[config.mk]
export PLATFORM = sky130hd
export DESIGN_NAME = bcdu_arbiter_flat
export DESIGN_NICKNAME = d
export VERILOG_FILES = /design/src/rtl/bcdu_arbiter_if.sv /design/src/rtl/bcdu_arbiter.sv /design/src/flat_wrapper.sv
export SDC_FILE = /design/constraint.sdc
export NUM_CORES = 1
export LEC_CHECK = 0
export BUFFER_PORTS_ARGS = -buffer_cell sky130_fd_sc_hd__buf_2
export CAP_MARGIN = 10
export CORE_ASPECT_RATIO = 1.4
export CORE_UTILIZATION = 42
export DETAILED_ROUTE_END_ITERATION = 8
export GPL_ROUTABILITY_DRIVEN = 0
export PLACE_DENSITY = 0.78
export REMOVE_ABC_BUFFERS = 1
export SLEW_MARGIN = 20
export SYNTH_ARGS = -nofsm -noshare
export SYNTH_HDL_FRONTEND = slang
export SYNTH_SLANG_ARGS = --single-unit
export TNS_END_PERCENT = 100
[constraint.sdc]
create_clock -name i_clk -period 2.2 [get_ports i_clk]
set_clock_uncertainty 0.15 [all_clocks]
set_input_delay 0.11 -clock i_clk [delete_from_list [all_inputs] [get_ports i_clk]]
set_output_delay 0.11 -clock i_clk [all_outputs]
set_load 0.1 [all_outputs]
[src/rtl/bcdu_arbiter_if.sv]
// Requester/bcdu signal bundle for bcdu_arbiter.
// The slave modport is the arbiter's side; the master modport is the requesters and bcdu side.
interface bcdu_arbiter_if #(
  parameter int NUM_REQ     = 2,
  parameter int INSTR_WIDTH = 16,
  parameter int FLAGS_WIDTH = 5
);
  localparam int OW = $clog2(NUM_REQ);

  logic [NUM_REQ-1:0]             i_req_valid;
  logic [NUM_REQ*INSTR_WIDTH-1:0] i_req_instr;
  logic [NUM_REQ-1:0]             i_req_lock;
  logic [NUM_REQ-1:0]             o_req_ready;
  logic [NUM_REQ-1:0]             o_rsp_valid;
  logic [3:0]                     o_rsp_digit;
  logic [FLAGS_WIDTH-1:0]         o_rsp_flags;
  logic [OW-1:0]                  o_owner;
  logic                           o_locked;
  logic                           o_bcdu_valid;
  logic [INSTR_WIDTH-1:0]         o_bcdu_instr;
  logic                           i_bcdu_ready;
  logic [3:0]                     i_bcdu_digit;
  logic [FLAGS_WIDTH-1:0]         i_bcdu_flags;

  modport slave (
    input  i_req_valid, i_req_instr, i_req_lock, i_bcdu_ready, i_bcdu_digit, i_bcdu_flags,
    output o_req_ready, o_rsp_valid, o_rsp_digit, o_rsp_flags, o_owner, o_locked,
           o_bcdu_valid, o_bcdu_instr
  );

  modport master (
    output i_req_valid, i_req_instr, i_req_lock, i_bcdu_ready, i_bcdu_digit, i_bcdu_flags,
    input  o_req_ready, o_rsp_valid, o_rsp_digit, o_rsp_flags, o_owner, o_locked,
           o_bcdu_valid, o_bcdu_instr
  );
endinterface

[src/rtl/bcdu_arbiter.sv]
// Round-robin arbiter sharing one bcdu among NUM_REQ requesters, one instruction in flight, with locking.
// Optional lock timeout when BCDU_ARB_LOCK_TMO_EN is defined.
//
// state  | meaning
// S_IDLE  | grant to round-robin winner (or lock owner only)
// S_ISSUE | present latched instruction to bcdu until it accepts
// S_BUSY  | wait minimum latency, then capture result on bcdu ready
// S_RESP  | one-cycle response pulse to the issuing requester
module bcdu_arbiter #(
  parameter int NUM_REQ     = 2,
  parameter int INSTR_WIDTH = 16,
  parameter int FLAGS_WIDTH = 5,
  parameter int MIN_LAT     = 2,
  parameter int LOCK_TMO    = 64
) (
  input  logic          i_clk,
  input  logic          i_rst,
  bcdu_arbiter_if.slave bus
);
  localparam int OW = $clog2(NUM_REQ);
  localparam int LW = (MIN_LAT > 1) ? $clog2(MIN_LAT) : 1;

  typedef enum logic [1:0] {S_IDLE, S_ISSUE, S_BUSY, S_RESP} state_t;

  state_t                 state_q, state_d;
  logic [OW-1:0]          rr_q, owner_q, win_idx, cand;
  logic                   locked_q, win_vld, accept, done;
  logic [INSTR_WIDTH-1:0] instr_q;
  logic [LW-1:0]          lat_q;
  logic [3:0]             digit_q;
  logic [FLAGS_WIDTH-1:0] flags_q;

  function automatic logic [OW-1:0] next_idx(input logic [OW-1:0] v);
    return (v == OW'(NUM_REQ-1)) ? '0 : v + 1'b1;
  endfunction

  function automatic logic [NUM_REQ-1:0] onehot(input logic [OW-1:0] v);
    logic [NUM_REQ-1:0] r;
    r    = '0;
    r[v] = 1'b1;
    return r;
  endfunction

  // A locked owner is the only eligible requester, so it can never be overtaken.
  always_comb begin
    win_vld = 1'b0;
    win_idx = owner_q;
    cand    = '0;
    if (locked_q) begin
      win_vld = bus.i_req_valid[owner_q];
    end else begin
      for (int k = 0; k < NUM_REQ; k++) begin
        cand = OW'((int'(rr_q) + k) % NUM_REQ);
        if (!win_vld && bus.i_req_valid[cand]) begin
          win_vld = 1'b1;
          win_idx = cand;
        end
      end
    end
  end

  assign accept = (state_q == S_IDLE) && win_vld;
  assign done   = (state_q == S_BUSY) && (lat_q == '0) && bus.i_bcdu_ready;

  always_ff @(posedge i_clk) begin
    if (i_rst) state_q <= S_IDLE;
    else       state_q <= state_d;
  end

  always_comb begin
    state_d          = state_q;
    bus.o_req_ready  = '0;
    bus.o_rsp_valid  = '0;
    bus.o_bcdu_valid = 1'b0;
    case (state_q)
      S_IDLE: begin
        if (accept) begin
          bus.o_req_ready = onehot(win_idx);
          state_d         = S_ISSUE;
        end
      end
      S_ISSUE: begin
        bus.o_bcdu_valid = 1'b1;
        if (bus.i_bcdu_ready) state_d = S_BUSY;
      end
      S_BUSY: begin
        if (done) state_d = S_RESP;
      end
      S_RESP: begin
        bus.o_rsp_valid = onehot(owner_q);
        state_d         = S_IDLE;
      end
      default: state_d = S_IDLE;
    endcase
  end

  assign bus.o_bcdu_instr = instr_q;
  assign bus.o_rsp_digit  = digit_q;
  assign bus.o_rsp_flags  = flags_q;
  assign bus.o_owner      = owner_q;
  assign bus.o_locked     = locked_q;

`ifdef BCDU_ARB_LOCK_TMO_EN
  localparam int TW = (LOCK_TMO > 1) ? $clog2(LOCK_TMO) : 1;
  logic [TW-1:0] tmo_q;
  logic          owner_silent;
  assign owner_silent = (state_q == S_IDLE) && locked_q && !bus.i_req_valid[owner_q];
`else
  logic unused_lock_tmo;
  assign unused_lock_tmo = ^LOCK_TMO;
`endif

  always_ff @(posedge i_clk) begin
    if (i_rst) begin
      rr_q     <= '0;
      owner_q  <= '0;
      locked_q <= 1'b0;
      instr_q  <= '0;
      lat_q    <= '0;
      digit_q  <= 4'hF;
      flags_q  <= '0;
    end else begin
      if (accept) begin
        instr_q  <= bus.i_req_instr[win_idx*INSTR_WIDTH +: INSTR_WIDTH];
        owner_q  <= win_idx;
        locked_q <= bus.i_req_lock[win_idx];
        if (!bus.i_req_lock[win_idx]) rr_q <= next_idx(win_idx);
      end
      // Down-counter: reaching zero means MIN_LAT-1 busy cycles have elapsed.
      if (state_q == S_ISSUE && bus.i_bcdu_ready) lat_q <= LW'(MIN_LAT-1);
      else if (state_q == S_BUSY && lat_q != '0)  lat_q <= lat_q - 1'b1;
      if (done) begin
        digit_q <= bus.i_bcdu_digit;
        flags_q <= bus.i_bcdu_flags;
      end
`ifdef BCDU_ARB_LOCK_TMO_EN
      if (owner_silent) begin
        if (tmo_q == '0) begin
          locked_q <= 1'b0;
          rr_q     <= next_idx(owner_q);
        end
      end
`endif
    end
  end

`ifdef BCDU_ARB_LOCK_TMO_EN
  always_ff @(posedge i_clk) begin
    if (i_rst || accept)                 tmo_q <= TW'(LOCK_TMO-1);
    else if (owner_silent && tmo_q == '0) tmo_q <= TW'(LOCK_TMO-1);
    else if (owner_silent)               tmo_q <= tmo_q - 1'b1;
  end
`endif
endmodule
[src/flat_wrapper.sv]
// flat-port wrapper written by rule: the top's interface ports become plain ports
module bcdu_arbiter_flat 
#(
  parameter int NUM_REQ     = 2,
  parameter int INSTR_WIDTH = 16,
  parameter int FLAGS_WIDTH = 5,
  parameter int MIN_LAT     = 2,
  parameter int LOCK_TMO    = 64
)
  (i_clk, i_rst, bus_i_req_valid, bus_i_req_instr, bus_i_req_lock, bus_i_bcdu_ready, bus_i_bcdu_digit, bus_i_bcdu_flags, bus_o_req_ready, bus_o_rsp_valid, bus_o_rsp_digit, bus_o_rsp_flags, bus_o_owner, bus_o_locked, bus_o_bcdu_valid, bus_o_bcdu_instr);
  bcdu_arbiter_if #(.NUM_REQ(NUM_REQ), .INSTR_WIDTH(INSTR_WIDTH), .FLAGS_WIDTH(FLAGS_WIDTH)) bus_i ();
  input  logic i_clk;
  input  logic i_rst;
  input wire logic [$bits(bus_i.i_req_valid)-1:0] bus_i_req_valid;
  input wire logic [$bits(bus_i.i_req_instr)-1:0] bus_i_req_instr;
  input wire logic [$bits(bus_i.i_req_lock)-1:0] bus_i_req_lock;
  input wire logic [$bits(bus_i.i_bcdu_ready)-1:0] bus_i_bcdu_ready;
  input wire logic [$bits(bus_i.i_bcdu_digit)-1:0] bus_i_bcdu_digit;
  input wire logic [$bits(bus_i.i_bcdu_flags)-1:0] bus_i_bcdu_flags;
  output wire logic [$bits(bus_i.o_req_ready)-1:0] bus_o_req_ready;
  output wire logic [$bits(bus_i.o_rsp_valid)-1:0] bus_o_rsp_valid;
  output wire logic [$bits(bus_i.o_rsp_digit)-1:0] bus_o_rsp_digit;
  output wire logic [$bits(bus_i.o_rsp_flags)-1:0] bus_o_rsp_flags;
  output wire logic [$bits(bus_i.o_owner)-1:0] bus_o_owner;
  output wire logic [$bits(bus_i.o_locked)-1:0] bus_o_locked;
  output wire logic [$bits(bus_i.o_bcdu_valid)-1:0] bus_o_bcdu_valid;
  output wire logic [$bits(bus_i.o_bcdu_instr)-1:0] bus_o_bcdu_instr;
  assign bus_i.i_req_valid = bus_i_req_valid;
  assign bus_i.i_req_instr = bus_i_req_instr;
  assign bus_i.i_req_lock = bus_i_req_lock;
  assign bus_i.i_bcdu_ready = bus_i_bcdu_ready;
  assign bus_i.i_bcdu_digit = bus_i_bcdu_digit;
  assign bus_i.i_bcdu_flags = bus_i_bcdu_flags;
  assign bus_o_req_ready = bus_i.o_req_ready;
  assign bus_o_rsp_valid = bus_i.o_rsp_valid;
  assign bus_o_rsp_digit = bus_i.o_rsp_digit;
  assign bus_o_rsp_flags = bus_i.o_rsp_flags;
  assign bus_o_owner = bus_i.o_owner;
  assign bus_o_locked = bus_i.o_locked;
  assign bus_o_bcdu_valid = bus_i.o_bcdu_valid;
  assign bus_o_bcdu_instr = bus_i.o_bcdu_instr;
  bcdu_arbiter #(.NUM_REQ(NUM_REQ), .INSTR_WIDTH(INSTR_WIDTH), .FLAGS_WIDTH(FLAGS_WIDTH), .MIN_LAT(MIN_LAT), .LOCK_TMO(LOCK_TMO)) u_core (.i_clk(i_clk), .i_rst(i_rst), .bus(bus_i));
endmodule
=== Yosys cells after proc, flatten, opt, wreduce, memory -nomap -nowiden ===
Cells that the tools add are included.
W data, S select, Z words.

* Add/sub/neg operators: 3
* Order comparisons: 6
* Reductions and logical operators: 13
* Bitwise gates (word level): 2
* Eq/ne operators: 6
* Mux-type cells: 30
* Shift operators: 1

{| class="wikitable"
|+ Operators with widths
! cell !! count
|-
| $shiftx A32 B6 Y16 || 1
|-
| $mux W1 || 21
|-
| $mux W2 || 6
|-
| $logic_and A1 B1 Y1 || 8
|-
| $lt A1 B2 Y1 const B || 4
|-
| $pmux W2 S4 || 1
|-
| $eq A2 B2 Y1 const B || 2
|-
| $ne A2 B1 Y1 const B || 2
|-
| $reduce_and A3 Y1 || 1
|-
| $add A1 B1 Y1 const B || 2
|-
| $demux W1 S1 || 2
|-
| $eq A2 B1 Y1 const B || 1
|-
| $ge A1 B1 Y1 const B || 2
|-
| $logic_not A2 Y1 || 1
|-
| $ne A2 B2 Y1 const B || 1
|-
| $not A1 Y1 || 2
|-
| $reduce_and A2 Y1 || 1
|-
| $reduce_bool A2 Y1 || 1
|-
| $logic_not A1 Y1 || 1
|-
| $sub A1 B1 Y1 const B || 1
|}

* Output and inout bits: 32
* Input bits: 48
* Flip-flop bits (word level): 31
* Word-level logic and storage cells: 69

=== Depth between registers and ports, before layout ===
Gate-level depths: netlist of the first run.

* Depth in word-level cells: 14
* Gate-level depth with buffers: 7
* Mapped depth without buffers: 6

=== Worst setup path after synthesis of the first run ===
No wires, ideal clock.

* Path type: reg-to-reg
* Start point: register u_core.locked_q, in the netlist u_core.bus.o_locked
* End point: register u_core.instr_q[0], in the netlist u_core.bus.o_bcdu_instr[0]
* Buffers on the path: 2
* Stages on the path, launching flop included: 6
* Path slack: -325 ps
* Arrival time: 2305 ps
* Data required time: 1980 ps
* Cells stage by stage: dfxtp_1 -> o2111a_1 -> buf_2 -> buf_2 -> a222oi_1 -> nor2_1

* Word-level cells in the longest chain between the ends: 2

{| class="wikitable"
|+ RTL lines
! what !! line !! RTL
|-
| from (decl) || bcdu_arbiter.sv:27 || <nowiki>logic locked_q, win_vld, accept, done;</nowiki>
|-
| from (signal assigned) || bcdu_arbiter.sv:126 || <nowiki>locked_q <= bus.i_req_lock[win_idx];</nowiki>
|-
| $mux W1 || bcdu_arbiter.sv:49 || <nowiki>if (locked_q) begin</nowiki>
|-
| $shiftx A32 B6 Y16 or $logic_and A1 B1 Y1 (tied branches) || bcdu_arbiter.sv:124, bcdu_arbiter.sv:62 ||
|-
| to (signal assigned) || bcdu_arbiter.sv:124 || <nowiki>instr_q <= bus.i_req_instr[win_idx*INSTR_WIDTH +: INSTR_WIDTH];</nowiki>
|-
| to (decl) || bcdu_arbiter.sv:28 || <nowiki>logic [INSTR_WIDTH-1:0] instr_q;</nowiki>
|}

Parallel ways exist; a longest one is shown, timed or not.
A chain may end at the register's enable or synchronous reset.

=== Worst setup path after layout of the first run ===
* Start point: register u_core.state_q[0]
* End point: output port bus_o_req_ready[1]

* Word-level cells in the longest chain between the ends: 4

{| class="wikitable"
|+ RTL lines
! what !! line !! RTL
|-
| from (decl) || bcdu_arbiter.sv:25 || <nowiki>state_t state_q, state_d;</nowiki>
|-
| from (signal assigned) || bcdu_arbiter.sv:67 || <nowiki>else state_q <= state_d;</nowiki>
|-
| $logic_not A2 Y1 * || bcdu_arbiter.sv:62, bcdu_arbiter.sv:75 ||
|-
| $logic_and A1 B1 Y1 || bcdu_arbiter.sv:62 || <nowiki>assign accept = (state_q == S_IDLE) && win_vld;</nowiki>
|-
| $mux W2 || bcdu_arbiter.sv:77 || <nowiki>if (accept) begin</nowiki>
|-
| $mux W2 * || bcdu_arbiter.sv:75 || <nowiki>case (state_q)</nowiki>
|-
| to (decl) || flat_wrapper.sv:20 || <nowiki>output wire logic [$bits(bus_i.o_req_ready)-1:0] bus_o_req_ready;</nowiki>
|}

Every way passes the cells marked *; elsewhere a longest branch is shown, timed or not.

==> flow_summary.ini, run 1 <==
[clock_tree]
worstSkewPairLatency_ns = 0.28
clk_pin_slew_ns = 0.06
cts_resized = 0
cts_made_buffers = 5
ctsHoldBuffers = 43
cts-htree-levels = 2
cts-root-buf = clkbuf_8
numClockSinks = 31
cts_tree = done
post-cts-setup-buffers = 0
clk_path_buf_depth = 2

[sta]
period_minus_slack_ns = 1.966
fin_tns_setup_ns = 0
tightest_slew_ns = 0.6834
rsz0062_at_grt = false
period_share = 0.8938
timing.final.ws_setup_ns = 0.2337
fmax_mhz = 508.6
hold_ws_ns = 0.07570
hold_violations = 0
slew_violations = 0
setup_viol_count_final = 0
relSlewSlack = 0.5444

[grt]
grt_use_total = 0.2976
grt_max_degree = 33
gr-total-overflow = 0
grt_pass1_wl_mm = 7.514
grt_pass1_vias = 1675
antenna_found_initial = 0

[cells_and_area]
fin_area_mm2 = 0.002285
syn2layout_area_growth_pct = 71.62
antenna_cells = 0
final_cells = 305
final_util = 0.7783
nets = 320
layout-drive-gt1-share = 0.3582

[floorplan]
initial_utilization = 0.4535
io_pins = 80
num_rows = 23
die_x_um = 49.58
die_area_mm2 = 0.003402
core_area_mm2 = 0.002935
fp.dieH_um = 68.62

[critical_path]
crit_path_cell_trace = inv_1, ha_1, o2111a_1, buf_4, buf_12
path_max_fanout = 19
ff2ff_path_depth = 6
critPathLaunchType = flip-flop
startpoint = u_core.state_q[0]
path_delay_family = buffers and inverters
r2r_start = u_core.state_q[1]
end_kind = output pin
arrival_ns = 1.71
crit_buf_inv = 3
cp_num_cells = 5
endpoint = bus_o_req_ready[1]
worst_ep_required_time_ns = 1.94
reg2reg_slack_ns = 0.25
crit_slowest_cell = dfxtp_1
max_stage_delay_ns = 0.33
crit_type = flip-flop to output pin
reg2reg_to = u_core.bus.o_bcdu_instr[7]

[route]
drtIter0Drc = 145
vias_per_cell = 5.410
ant_nets = 0
wl_per_cell_um = 15.54
vias = 1650
drtPass1Iterations = 6
drc = 0
wirelength_mm = 4.741

[power_and_ir_drop]
power_density_mw_per_mm2 = 1373
total_power_mw = 3.137
ir_worst_vdd_mv = 1.234
p_leak_nw = 1.092

[synthesis]
yosys_register_bits = 31
synth_area_mm2 = 0.001331
synth_cell_type_count = 32
avgSynthCellArea_um2 = 9.245
synth_warnings = 0
synth_edf_count = 0
ys_seq_area_frac = 0.4662
synthArstFlopShare = 0
synthCells = 144
synth_ff_type = dfxtp_1

[placed_design]
dp_hpwl_mm = 2.354
place_area_mm2 = 0.001767
portBuffers = 79
dpl.cell_count = 254
place_ws_ns = 0.1653

[hold_path]
worstHoldPathCells = 4
hold_path_class = primary input to flip-flop

[outcome]
status = completed

[job]
maxCapViolCount = 0
==> metal layers <==
metal / track usage / share of wire / vias up
li1: - / - / 768
met1: 0.3329 / 0.37 / 757
met2: 0.5118 / 0.51 / 103
met3: 0.06140 / 0.077 / 22
met4: 0.2000 / 0.043 / 0
met5: 0 / 0 / -
==> cells in the mapped netlist (all sizes together), types with 2 or more instances <==
master,number,area (µm²)
ha,5,62.56
nand2b,4,25.02
a21o,2,16.27
nor3,2,10.01
nor2,20,75.07
clkbuf,4,15.01
o2111a,2,22.52
a21oi,7,35.03
nand3b,4,30.03
or3b,2,17.52
dfxtp,31,620.6
inv,6,22.52
nand2,22,82.58
buf,5,43.79
a222oi,16,160.2
==> final cells by class <==
class                      instances  area [µm²]
timing repair buffer             125       878.3
tap                               37       46.29
multi-input combinational         98       633.1
inverter                           6       22.52
clock buffer                       5       68.82
sequential                        31       620.6
clock inverter                     3       15.01
fill                             177       650.6
==> state kept, by name, indices dropped and copies added (netlist names) <==
register / count
u_core.bus.o_bcdu_instr: 16
u_core.bus.o_locked: 1
u_core.bus.o_owner: 1
u_core.bus.o_rsp_digit: 4
u_core.bus.o_rsp_flags: 5
u_core.lat_q: 1
u_core.rr_q: 1
u_core.state_q: 2
==> report_power, final <==
part	total (mW)	leakage, nW	internal, mW	switching [mW]
combinational	1.92	0.790	0.475	1.44
clock	0.429	0.0477	0.216	0.213
sequential	0.791	0.254	0.696	0.0954
total	3.14	1.09	1.39	1.75
==> worst min-delay path by stage <==
stage / startpoint / endpoint / slack (ns)
6_report: bus_i_req_lock[1] / u_core.bus.o_locked / 0.08
4_1_cts: bus_i_req_lock[1] / u_core.bus.o_locked / 0.01
3_5_place_dp: bus_i_bcdu_digit[1] / u_core.bus.o_rsp_digit[1] / 0.18
3_3_place_gp: bus_i_bcdu_digit[1] / u_core.bus.o_rsp_digit[1] / 0.17
2_1_floorplan: i_rst / u_core.bus.o_rsp_flags[0] / 0.03
5_1_grt: bus_i_req_lock[1] / u_core.bus.o_locked / 0.07
==> cells by family after synthesis <==
family,synth area share
flip-flops,0.4662
multiplexers,0.01598
AND/OR/NAND/NOR,0.1993
adder cells (fa/ha/maj),0.04699
AO/OA/AOI/OAI,0.2105
buffers and inverters,0.06108
==> worst register-to-register path: stages, from the launching register on <==
cell and delay [ns]:
dfxtp_1 0.39, inv_1 0.10, ha_1 0.26, o2111a_1 0.14
buf_4 0.20, a222oi_1 0.46, nor2_1 0.11
==> placed cells by master (no fill, tap or decap) <==
master / count
buf_12: 2
dlygate4sd3_1: 43
nor2_1: 20
nand2b_1: 4
a211oi_1: 1
mux2_2: 1
a21oi_1: 7
or3b_1: 1
nor2b_1: 1
a21bo_2: 1
buf_4: 3
nand3b_1: 4
clkbuf_8: 5
or2_2: 1
o221ai_1: 1
o2111a_1: 2
clkinv_2: 3
ha_1: 5
mux2i_1: 1
nor3_1: 2
o21a_1: 1
buf_2: 77
a21o_2: 1
and3_1: 1
inv_1: 6
and2_1: 1
or3b_2: 1
nand2_1: 22
a22oi_1: 1
a222oi_1: 16
dfxtp_1: 31
o21ai_2: 1
a21o_1: 1
Note: power is estimated with default switching activity, not from simulation.
==> run 2, diff against run 1 <==
--- a/config.mk
+++ b/config.mk
@@ -5,13 +5,14 @@
 export SDC_FILE = /design/constraint.sdc
 export NUM_CORES = 1
 export LEC_CHECK = 0
-export BUFFER_PORTS_ARGS = -buffer_cell sky130_fd_sc_hd__buf_2
 export CAP_MARGIN = 10
 export CORE_ASPECT_RATIO = 1.4
-export CORE_UTILIZATION = 42
+export CORE_UTILIZATION = 60
+export CTS_BUF_LIST = sky130_fd_sc_hd__clkbuf_16
 export DETAILED_ROUTE_END_ITERATION = 8
+export DONT_BUFFER_PORTS = 1
 export GPL_ROUTABILITY_DRIVEN = 0
-export PLACE_DENSITY = 0.78
+export PLACE_DENSITY = 0.76
 export REMOVE_ABC_BUFFERS = 1
 export SLEW_MARGIN = 20
 export SYNTH_ARGS = -nofsm -noshare
==> flow_summary.ini, run 2 <==
[synthesis]
synth-compound-area-share = 0.2105
synth_top_cells_by_area = dfxtp_1 (47%), a222oi_1 (12%), nand2_1 (6.2%), nor2_1 (5.6%), ha_1 (4.7%)
netlist_top_cells_count = dfxtp_1 (31), nand2_1 (22), nor2_1 (20), a222oi_1 (16), a21oi_1 (7)
synth-xor-area-share = 0
synth_top_area_share = 0.4662
synth_cell_type_count = 32
avgSynthCellArea_um2 = 9.245
synth_ff_type = dfxtp_1
synth_top_family_by_area = compound AO/OA/AOI/OAI gates
synth.mux.area_fraction = 0.01598
synth_warnings = 0
synthSimpleGateAreaFrac = 0.1992
synthArstFlopShare = 0
synth_fa_ha_area_frac = 0.04699
synth_area_mm2 = 0.001331
ys_seq_area_frac = 0.4662
synthCells = 144
synth_edf_count = 0
synth_most_common_cell = dfxtp_1
yosys_register_bits = 31
synth_top_area_cell = dfxtp_1

[clock_tree]
numClockSinks = 31
ctsHoldBuffers = 45
clk_path_buf_depth = 2
cts-htree-levels = 2
cts_made_buffers = 5
cts-root-buf = clkbuf_16
cts_resized = 1
post-cts-setup-buffers = 0

[floorplan]
io_pins = 80
fp.dieH_um = 57.74
die_x_um = 41.81
initial_utilization = 0.6588
num_rows = 19

[outcome]
failing_step = 4_1_cts
error_line = [ERROR DPL-0038] Utilization greater than 100%, impossible to legalize
status = did not finish

[placed_design]
place_ws_ns = 0.2047
dp_hpwl_mm = 2.266
portBuffers = 0
[run 2: cell counts after synthesis]
No cell type changed its count.
[run 2: cells by family after synthesis]
group                    count (synthesis)
AO/OA/AOI/OAI                           33
adder cells (fa/ha/maj)                  5
multiplexers                             2
AND/OR/NAND/NOR                         58
buffers and inverters                   15
flip-flops                              31
[run 2: metrics by stage]
step	cells	instance area, µm²	hold slack [ns]	util
3_3_place_gp	189	1562	0.03257	0.7728
3_5_place_dp	189	1562	0.03524	0.7728
2_1_floorplan	135	1272	0.02907	-
==> run 3, diff against run 2 <==
--- a/config.mk
+++ b/config.mk
@@ -6,13 +6,12 @@
 export NUM_CORES = 1
 export LEC_CHECK = 0
 export CAP_MARGIN = 10
-export CORE_ASPECT_RATIO = 1.4
-export CORE_UTILIZATION = 60
-export CTS_BUF_LIST = sky130_fd_sc_hd__clkbuf_16
+export CORE_AREA = 2 2 63 65
 export DETAILED_ROUTE_END_ITERATION = 8
+export DIE_AREA = 0 0 65 67
 export DONT_BUFFER_PORTS = 1
 export GPL_ROUTABILITY_DRIVEN = 0
-export PLACE_DENSITY = 0.76
+export PLACE_DENSITY_LB_ADDON = 0.15
 export REMOVE_ABC_BUFFERS = 1
 export SLEW_MARGIN = 20
 export SYNTH_ARGS = -nofsm -noshare
==> flow_summary.ini, run 3 (synthesis results as in run 1) <==
[critical_path]
reg2reg_slack_ns = 0.27
arrival_ns = 1.76
critPathLaunchType = flip-flop
end_kind = output pin
ff2ff_path_depth = 6
path_max_fanout = 19
crit_slowest_cell = dfxtp_1
max_stage_delay_ns = 0.34
worst_ep_required_time_ns = 1.94
crit_path_cell_trace = inv_1, ha_1, o2111a_1, buf_4, buf_6
crit_type = flip-flop to output pin

[route]
vias_per_cell = 5.055
wl_met1_mm = 1.597
drtIter0Drc = 75
wl_met2_mm = 1.839
wirelength_mm = 3.774
ant_nets = 0
wl_per_cell_um = 13.82
dr_wl_met3_um = 296
drc = 0
highest_layer = met4
vias = 1380
drtPass1Iterations = 7

[floorplan]
fp.dieH_um = 67
initial_utilization = 0.3692
io_pins = 80
die_x_um = 65
die_area_mm2 = 0.004355
num_rows = 22
core_area_mm2 = 0.003606

[sta]
fin_tns_setup_ns = 0
rsz0062_at_grt = false
fmax_mhz = 495.5
setup_viol_count_final = 0
period_minus_slack_ns = 2.018
slew_violations = 0
period_share = 0.9174
hold_ws_ns = 0.04432
relSlewSlack = 0.5016
timing.final.ws_setup_ns = 0.1817
hold_violations = 0
tightest_slew_ns = 0.7476

[grt]
grt_pass1_wl_mm = 6.168
grt_use_total = 0.1865
antenna_found_initial = 0
gr-total-overflow = 0
grt_max_degree = 33
grt_pass1_vias = 1404

[cells_and_area]
final_cells = 273
largest_register_ff_count = 16
layout_common_cells = dlygate4sd3_1 (46), buf_4 (33), dfxtp_1 (31)
syn2layout_area_growth_pct = 65.41
final_common_cell = dlygate4sd3_1
antenna_cells = 0
nets = 277
layout-drive-gt1-share = 0.2311
regArea_um2 = 620.6
multi_input_area_um2 = 636.9
fillers = 313
final_util = 0.6107
fin_area_mm2 = 0.002202

[clock_tree]
clk_path_buf_depth = 2
clk_pin_slew_ns = 0.06
cts-root-buf = clkbuf_8
worstSkewPairLatency_ns = 0.28
cts_made_buffers = 5
cts_tree = done
numClockSinks = 31
cts-htree-levels = 2

[outcome]
status = completed

[placed_design]
dp_hpwl_mm = 2.356
dpl.cell_count = 216
place_ws_ns = 0.1209
portBuffers = 0
place_area_mm2 = 0.001597

[power_and_ir_drop]
total_power_mw = 3.255
power_density_mw_per_mm2 = 1478
ir_worst_vdd_mv = 0.8261
p_leak_nw = 0.9428

[hold_path]
worstHoldPathCells = 3
hold_path_class = primary input to flip-flop

[job]
maxCapViolCount = 0
## run 3: area by class of cell
| type | count | area share |
|---|---|---|
| clock buffer | 6 | 0.03750 |
| sequential | 31 | 0.2818 |
| tap | 48 | 0.02727 |
| multi-input combinational | 98 | 0.2892 |
| clock inverter | 2 | 0.01591 |
| inverter | 6 | 0.01023 |
| timing repair buffer | 82 | 0.3381 |
## run 3: worst paths after layout
kind,startpoint,endpoint
max,u_core.state_q[0],bus_o_req_ready[1]
min,bus_i_bcdu_ready,u_core.state_q[0]
max reg2reg,u_core.state_q[0],u_core.bus.o_bcdu_instr[3]
min reg2reg,u_core.bus.o_rsp_flags[0],u_core.bus.o_rsp_flags[0]
## run 3: what timing repair did
item                                   4_1_cts  5_1_grt
endpoints found under the hold margin       31        0
buffers inserted                             0        2
hold buffers                                47        0
gates resized for setup                      0        1
setup endpoints to repair                    0        2
## run 3: layer usage
layer	up-vias	global-route usage
li1	680	-
met1	635	0.1934
met2	60	0.3441
met3	5	0.06419
met4	0	0.07181
met5	-	0
## run 3: critical path, delay by kind of cell (launching register included)
| kind | cells | cell delay, ns |
|---|---|---|
| flops | 1 | 0.34 |
| buf+inv | 3 | 0.62 |
| fa+ha+maj | 1 | 0.29 |
| compound gates | 1 | 0.21 |
## run 3: power by group
| part | internal, mW | leakage, nW | total [mW] | switching, mW |
|---|---|---|---|---|
| clock network | 0.366 | 0.0612 | 0.575 | 0.209 |
| logic | 0.497 | 0.627 | 1.93 | 1.43 |
| registers | 0.694 | 0.254 | 0.753 | 0.0588 |
